File: config.mk
export PLATFORM = sky130hd
export DESIGN_NAME = fp_compare_pipe_flat
export DESIGN_NICKNAME = d
export VERILOG_FILES = /design/src/rtl/fp_compare_pipe_if.sv /design/src/rtl/fp_compare_pipe.sv /design/src/flat_wrapper.sv
export SDC_FILE = /design/constraint.sdc
export NUM_CORES = 1
export LEC_CHECK = 0
export ABC_CLOCK_PERIOD_IN_PS = 3100
export CAP_MARGIN = 5
export CELL_PAD_IN_SITES_DETAIL_PLACEMENT = 2
export CELL_PAD_IN_SITES_GLOBAL_PLACEMENT = 2
export CORE_MARGIN = 2
export CORE_UTILIZATION = 31
export CTS_BUF_LIST = sky130_fd_sc_hd__clkbuf_4
export DETAILED_ROUTE_END_ITERATION = 16
export GPL_ROUTABILITY_DRIVEN = 0
export PLACE_DENSITY_LB_ADDON = 0.1
export SYNTH_ARGS = -nofsm -noshare
export SYNTH_HDL_FRONTEND = slang
export SYNTH_SLANG_ARGS = --single-unit
File: constraint.sdc
create_clock -name clk -period 3.1 [get_ports clk]
set_input_delay 0.62 -clock clk [delete_from_list [all_inputs] [get_ports clk]]
set_output_delay 0.62 -clock clk [all_outputs]
set_load 0.02 [all_outputs]
File: src/rtl/fp_compare_pipe_if.sv
// fp_compare_pipe_if: valid/ready bundle for the floating-point compare pipe.
// Ports (signals):
//   in_valid/in_ready, op, inA, inB : operation request and its handshake
//   out_valid/out_ready             : result handshake
//   result, sel, unordered          : predicate outcome, selected operand, NaN flag
// W is the operand width, WE+WF+3, and must match the attached comparator.
interface fp_compare_pipe_if #(
  parameter int unsigned W = 37
) ();
  logic         in_valid;
  logic         in_ready;
  logic [2:0]   op;
  logic [W-1:0] inA;
  logic [W-1:0] inB;
  logic         out_valid;
  logic         out_ready;
  logic         result;
  logic [W-1:0] sel;
  logic         unordered;

  // Requester side: issues operations, consumes results.
  modport master (
    output in_valid, op, inA, inB, out_ready,
    input  in_ready, out_valid, result, sel, unordered
  );

  // Comparator side.
  modport slave (
    input  in_valid, op, inA, inB, out_ready,
    output in_ready, out_valid, result, sel, unordered
  );
endinterface

File: src/rtl/fp_compare_pipe.sv
// fp_compare_pipe: pipelined FloPoCo-format comparator and min/max unit.
// Evaluates ordered predicates directly on the encodings (no subtractor).
// Ports:
//   clk  : rising-edge clock
//   rst  : synchronous active-high reset, clears every stage
//   bus  : fp_compare_pipe_if slave (request handshake, op, operands, results)
// Parameters: WE exponent width, WF fraction width, LAT stages (1..4).
module fp_compare_pipe #(
  parameter int unsigned WE  = 11,
  parameter int unsigned WF  = 23,
  parameter int unsigned LAT = 2
) (
  input  logic              clk,
  input  logic              rst,
  fp_compare_pipe_if.slave  bus
);
  localparam int unsigned W  = WE + WF + 3;
  localparam int unsigned FW = WE + WF;
  localparam int unsigned KW = FW + 2;

  localparam logic [2:0] OP_LT = 3'd0;
  localparam logic [2:0] OP_LE = 3'd1;
  localparam logic [2:0] OP_EQ = 3'd2;
  localparam logic [2:0] OP_NE = 3'd3;
  localparam logic [2:0] OP_GT = 3'd4;
  localparam logic [2:0] OP_GE = 3'd5;
  localparam logic [2:0] OP_MIN = 3'd6;

  localparam logic [W-1:0] CANON_NAN = {2'b11, {(W-2){1'b0}}};

  typedef struct packed {
    logic         v;
    logic         lt;
    logic         eq;
    logic         un;
    logic [2:0]   op;
    logic [W-1:0] a;
    logic [W-1:0] b;
  } stage_t;

  // Stage 0 is the entry stage, stage LAT-1 drives the outputs.
  stage_t [LAT-1:0] pipe_q;
  stage_t [LAT-1:0] pipe_d;
  stage_t           first_c;
  stage_t           last;
  logic             stall_c;

  // Encoding-domain compare of the incoming pair.
  logic [1:0]    ea, eb;
  logic          sa, sb;
  logic [KW-1:0] ka, kb;
  logic          a_nan, b_nan, both_zero;

  always_comb begin
    ea = bus.inA[W-1:W-2];
    eb = bus.inB[W-1:W-2];
    sa = bus.inA[W-3];
    sb = bus.inB[W-3];
    // Only normals carry exp/frac into the key; zero and inf are canonical.
    ka = (ea == 2'b01) ? {ea, bus.inA[FW-1:0]} : {ea, {FW{1'b0}}};
    kb = (eb == 2'b01) ? {eb, bus.inB[FW-1:0]} : {eb, {FW{1'b0}}};
    a_nan     = (ea == 2'b11);
    b_nan     = (eb == 2'b11);
    both_zero = (ea == 2'b00) && (eb == 2'b00);

    first_c    = '0;
    first_c.v  = bus.in_valid;
    first_c.un = a_nan | b_nan;
    first_c.eq = ~first_c.un & (both_zero | ((sa == sb) & (ka == kb)));
    // Negative operands order by reversed key; mixed signs make the negative one smaller.
    first_c.lt = ~first_c.un & ~both_zero &
                 ((sa & ~sb) | (~sa & ~sb & (ka < kb)) | (sa & sb & (ka > kb)));
    first_c.op = bus.op;
    first_c.a  = bus.inA;
    first_c.b  = bus.inB;
  end

  // Global stall: every stage holds while the output waits.
  assign last    = pipe_q[LAT-1];
  assign stall_c = last.v & ~bus.out_ready;
  assign bus.in_ready  = ~stall_c;
  assign bus.out_valid = last.v;

  // Next-state: shift every stage up by one when not stalled.
  always_comb begin
    pipe_d = pipe_q;
    if (!stall_c) begin
      pipe_d    = pipe_q << $bits(stage_t);
      pipe_d[0] = first_c;
    end
  end

  always_ff @(posedge clk) begin
    if (rst) pipe_q <= '0;
    else     pipe_q <= pipe_d;
  end

  // Output decode from the final stage; all fields read 0 without a valid op.
  logic         res_c;
  logic [W-1:0] sel_c;
  logic         un_c;
  logic         gt_c, la_nan, lb_nan;

  always_comb begin
    res_c  = 1'b0;
    sel_c  = '0;
    un_c   = 1'b0;
    gt_c   = ~last.un & ~last.lt & ~last.eq;
    la_nan = (last.a[W-1:W-2] == 2'b11);
    lb_nan = (last.b[W-1:W-2] == 2'b11);
    if (last.v) begin
      un_c = last.un;
      case (last.op)
        OP_LT:   res_c = last.lt;
        OP_LE:   res_c = last.lt | last.eq;
        OP_EQ:   res_c = last.eq;
        OP_NE:   res_c = ~last.eq;
        OP_GT:   res_c = gt_c;
        OP_GE:   res_c = gt_c | last.eq;
        default: begin
          // MIN/MAX: NaN loses to any number; ties pick A as presented.
          if (la_nan && lb_nan) begin
            res_c = 1'b0;
            sel_c = CANON_NAN;
          end else if (la_nan) begin
            res_c = 1'b0;
            sel_c = last.b;
          end else if (lb_nan) begin
            res_c = 1'b1;
            sel_c = last.a;
          end else begin
            res_c = (last.op == OP_MIN) ? (last.lt | last.eq) : (gt_c | last.eq);
            sel_c = res_c ? last.a : last.b;
          end
        end
      endcase
    end
  end

  assign bus.result    = res_c;
  assign bus.sel       = sel_c;
  assign bus.unordered = un_c;
endmodule

File: src/flat_wrapper.sv
// flat-port wrapper written by rule: the top's interface ports become plain ports
module fp_compare_pipe_flat 
#(
  parameter int unsigned WE  = 11,
  parameter int unsigned WF  = 23,
  parameter int unsigned LAT = 2
)
  (clk, rst, bus_in_valid, bus_op, bus_inA, bus_inB, bus_out_ready, bus_in_ready, bus_out_valid, bus_result, bus_sel, bus_unordered);
  fp_compare_pipe_if #(.W((WE + WF + 3))) bus_i ();
  input  logic clk;
  input  logic rst;
  input wire logic [$bits(bus_i.in_valid)-1:0] bus_in_valid;
  input wire logic [$bits(bus_i.op)-1:0] bus_op;
  input wire logic [$bits(bus_i.inA)-1:0] bus_inA;
  input wire logic [$bits(bus_i.inB)-1:0] bus_inB;
  input wire logic [$bits(bus_i.out_ready)-1:0] bus_out_ready;
  output wire logic [$bits(bus_i.in_ready)-1:0] bus_in_ready;
  output wire logic [$bits(bus_i.out_valid)-1:0] bus_out_valid;
  output wire logic [$bits(bus_i.result)-1:0] bus_result;
  output wire logic [$bits(bus_i.sel)-1:0] bus_sel;
  output wire logic [$bits(bus_i.unordered)-1:0] bus_unordered;
  assign bus_i.in_valid = bus_in_valid;
  assign bus_i.op = bus_op;
  assign bus_i.inA = bus_inA;
  assign bus_i.inB = bus_inB;
  assign bus_i.out_ready = bus_out_ready;
  assign bus_in_ready = bus_i.in_ready;
  assign bus_out_valid = bus_i.out_valid;
  assign bus_result = bus_i.result;
  assign bus_sel = bus_i.sel;
  assign bus_unordered = bus_i.unordered;
  fp_compare_pipe #(.WE(WE), .WF(WF), .LAT(LAT)) u_core (.clk(clk), .rst(rst), .bus(bus_i));
endmodule
==> results by group <==
Yosys
  – Yosys reg bits: 162
  – Register area share after synthesis: 43.95%
  – Simple-gate share of the synthesized area: 27.68%
  – Syn avg cell area: 7.212 um^2
  – Library cells used by synthesis: 40
  – Synth top area share: 43.95%
  – Mux contribution to synthesized area: 0.1357%
  – Main flop type after synthesis: dfxtp_1
  – Cell taking the most area after synthesis: dfxtp_1
  – Synth Area in Adders: 6.614%
  – Largest family of logic cells by synthesized area: simple AND/OR/NAND/NOR gates
  – XOR/XNOR Fraction of Synth Area: 0.1187%
  – Synth Warn #: 0
  – Synth async-reset ratio: 0%
  – Post-Syn Instances: 1023
  – Commonest cells in the netlist: nand2_1 (433), a21oi_1 (211), dfxtp_1 (162)
  – Post-synth EDFFs: 0
  – Area contributors post-synth: dfxtp_1 (44%), nand2_1 (22%), a21oi_1 (14%)
  – Complex-gate fraction of the synthesized area: 16.96%
  – Syn Nets: 1143
  – Mapped Area: 7378 um^2
  – Count leader, synth: nand2_1

Timing
  – Achievable Freq: 336.7 MHz
  – Setup-failing EPs final: 0
  – RSZ-0062 raised after global routing: true
  – Final period util: 95.82%
  – Post-route minimum period: 2.970 ns
  – Slew margin rel.: 52.78%
  – Worst slew pin tran: 0.7083 ns
  – Final hold violations: 0
  – Final Max Slew Viols: 0
  – Fin Clk Skew: 0.02817 ns

Setup path
  – Crit path max fanout: 8
  – Data arrival time of the critical path: 2.35 ns
  – CP Data Required Time: 2.48 ns
  – Delay-heaviest family, CP: buffers and inverters
  – Critical path class: reg2out
  – Highest-delay cell along the critical path: or3_4
  – CP endpoint kind: output port
  – CP bufs+invs: 4
  – CP max stage delay: 0.40 ns
  – Crit-path cells: inv_1, or3_4, a32oi_4, buf_12, clkbuf_16, nand2_1, a21oi_2, buf_4
  – Kind of start point of the critical path: flip-flop

Route
  – Top Metal Used: met4
  – DR WL/cell: 16.98 um
  – Met2 wire len: 12.21 mm
  – Vias after detailed routing: 7204
  – 1st-pass router iterations: 5
  – Starting DRT DRC Count: 277
  – Final ANT Viol Nets: 0
  – Via/cell ratio: 4.948
  – Final WL: 24.72 mm
  – DRC: 0
  – Metal3 WL: 674 um
  – Metal-1 WL: 11.56 mm

Finish
  – Area delta synth->final: 26.98%
  – Layout Nets: 1243
  – Fin util: 40.03%
  – Layout cell share with drive strength beyond 1: 12.06%
  – Finished Cell Area: 9369 um^2

Placed design
  – PortBufs: 121
  – DPL Wire Length: 16.34 mm
  – Placed Area: 9011 um^2

Clock network
  – H-tree lvl count: 4
  – # clock sinks: 162
  – CTS Root Cell: clkbuf_4
  – TritonCTS buffer count: 17
  – Clock transition at the registers of the reported paths: 0.15 ns
  – Skew-Pair Late Insertion Delay: 0.57 ns
  – Hold buffer count at CTS: 0
  – Clock tree from TritonCTS: built
  – Worst-case clock buffer depth: 2

Global route
  – Antenna violations before repair: 1
  – Total congestion overflow: 0
  – Largest net degree at the start of global routing: 160
  – Vias in the first global route: 7390
  – Tot GR Track Use: 19.87%
  – First-pass GRT wire length: 38.81 mm

Floorplanning
  – Die area: 25050 um^2
  – Row cnt: 56
  – Top-Level Pins: 122
  – Die height: 158.3 um
  – Core area: 23400 um^2
  – Initial Util: 31.53%
  – Die X: 158.3 um

Min path
  – HP Class: reg2reg

Power
  – Flop pwr share: 53.1%
  – Comb power frac: 15.3%
  – Switching Share: 29.58%
  – Power Dens Cells: 454.5 nW/um^2
  – Leakage: 3.703 nW
  – P_sw: 1.260 mW
  – Int Pwr: 2.999 mW
  – Clock Power Share: 31.6%
  – Worst vdd ir: 202.3 uV

Flow run
  – Maxcap violations: 0

Run status
  – Outcome: completed
==> per-stage QoR <==
step | hold slack [ns] | total power [mW] | worst slack, ns | TNS, ns | instances
after global placement | 0.4398 | 2.913 | -0.01705 | -0.01705 | 1418
after global routing | 0.4639 | 4.511 | -0.02369 | -0.1061 | 1456
after detailed placement | 0.4456 | 2.934 | -0.1811 | -0.2469 | 1418
after floorplan | 0.4321 | 2.628 | 0.5208 | 0 | 1023
after CTS | 0.4431 | 4.323 | -0.04059 | -0.06676 | 1453
final | 0.4536 | 4.258 | 0.1297 | 0 | 1456
==> path summary, 6_finish.rpt <==
check	cells past startpoint	from	endpoint	slack (ns)
setup / recovery	8	u_core.last[79]	bus_sel[5]	0.13
hold / removal	2	u_core.pipe_q[55]	u_core.last[55]	0.45
setup reg to reg	6	u_core.bus.out_valid	u_core.pipe_q[79]	1.21
hold reg to reg	2	u_core.pipe_q[55]	u_core.last[55]	0.45
==> cells by family after synthesis <==
group / count (synthesis)
flops: 162
fa+ha+maj: 39
mux: 1
simple gates: 505
compound gates: 237
xor+xnor: 1
buf+inv: 78
==> repair_timing <==
action / CTS / global route
buffers inserted: 2 / 2
gates resized for setup: 153 / 61
pin swaps: 1 / 3
cloned: 1 / 1
setup endpoints to repair: 38 / 38
==> metal layers <==
layer | track usage [%] | vias to the layer above
met5 | 0 | -
met2 | 34.58 | 108
li1 | - | 3563
met4 | 4.891 | 0
met1 | 25.73 | 3516
met3 | 3.212 | 17
==> sequential cells by signal (all words and copies together) (netlist names) <==
| name | cells |
|---|---|
| u_core.last | 80 |
| u_core.pipe_q | 81 |
| u_core.bus.out_valid | 1 |
==> area by class of cell <==
cell class	instances	area, um^2
clock buffer	19	142.6
multi-input combinational	783	3923
sequential	162	3248
fill	2799	14030
antenna	1	2.502
tap	319	399.1
timing repair buffer	153	1479
clock inverter	13	150.1
inverter	6	25.02
==> tightest hold or removal path, cell delays in order, from the launching register on <==
cell and delay (ns):
dfxtp_1 0.34, nand2_1 0.06, a21oi_1 0.05
==> power by group through the flow <==
stage | Sequential [mW] | Clock (mW) | Combinational (mW)
floorplan | 2.29 | 0 | 0.339
global placement | 2.30 | 0 | 0.612
detailed placement | 2.31 | 0 | 0.628
CTS | 2.26 | 1.41 | 0.650
global route | 2.28 | 1.50 | 0.731
finish | 2.26 | 1.35 | 0.651
==> cells in the final DEF, fill, tap and decap left out, types with 2 or more instances in the layout <==
master	instances
dfxtp_1	158
dfxtp_2	4
nor2_1	8
o21ai_0	4
a22oi_1	2
buf_12	10
clkdlybuf4s50_1	82
inv_8	2
buf_6	4
ha_1	39
nor3_1	4
o211ai_1	2
buf_2	13
nand2_1	429
bufinv_16	2
inv_6	3
clkbuf_4	19
nand2_2	4
nand3_1	8
a21oi_1	192
a21oi_2	19
a21o_1	5
nand4_1	9
inv_1	5
buf_4	43
and2_1	34
clkinvlp_4	5
No activity file was read; power rests on OpenSTA's default activity.
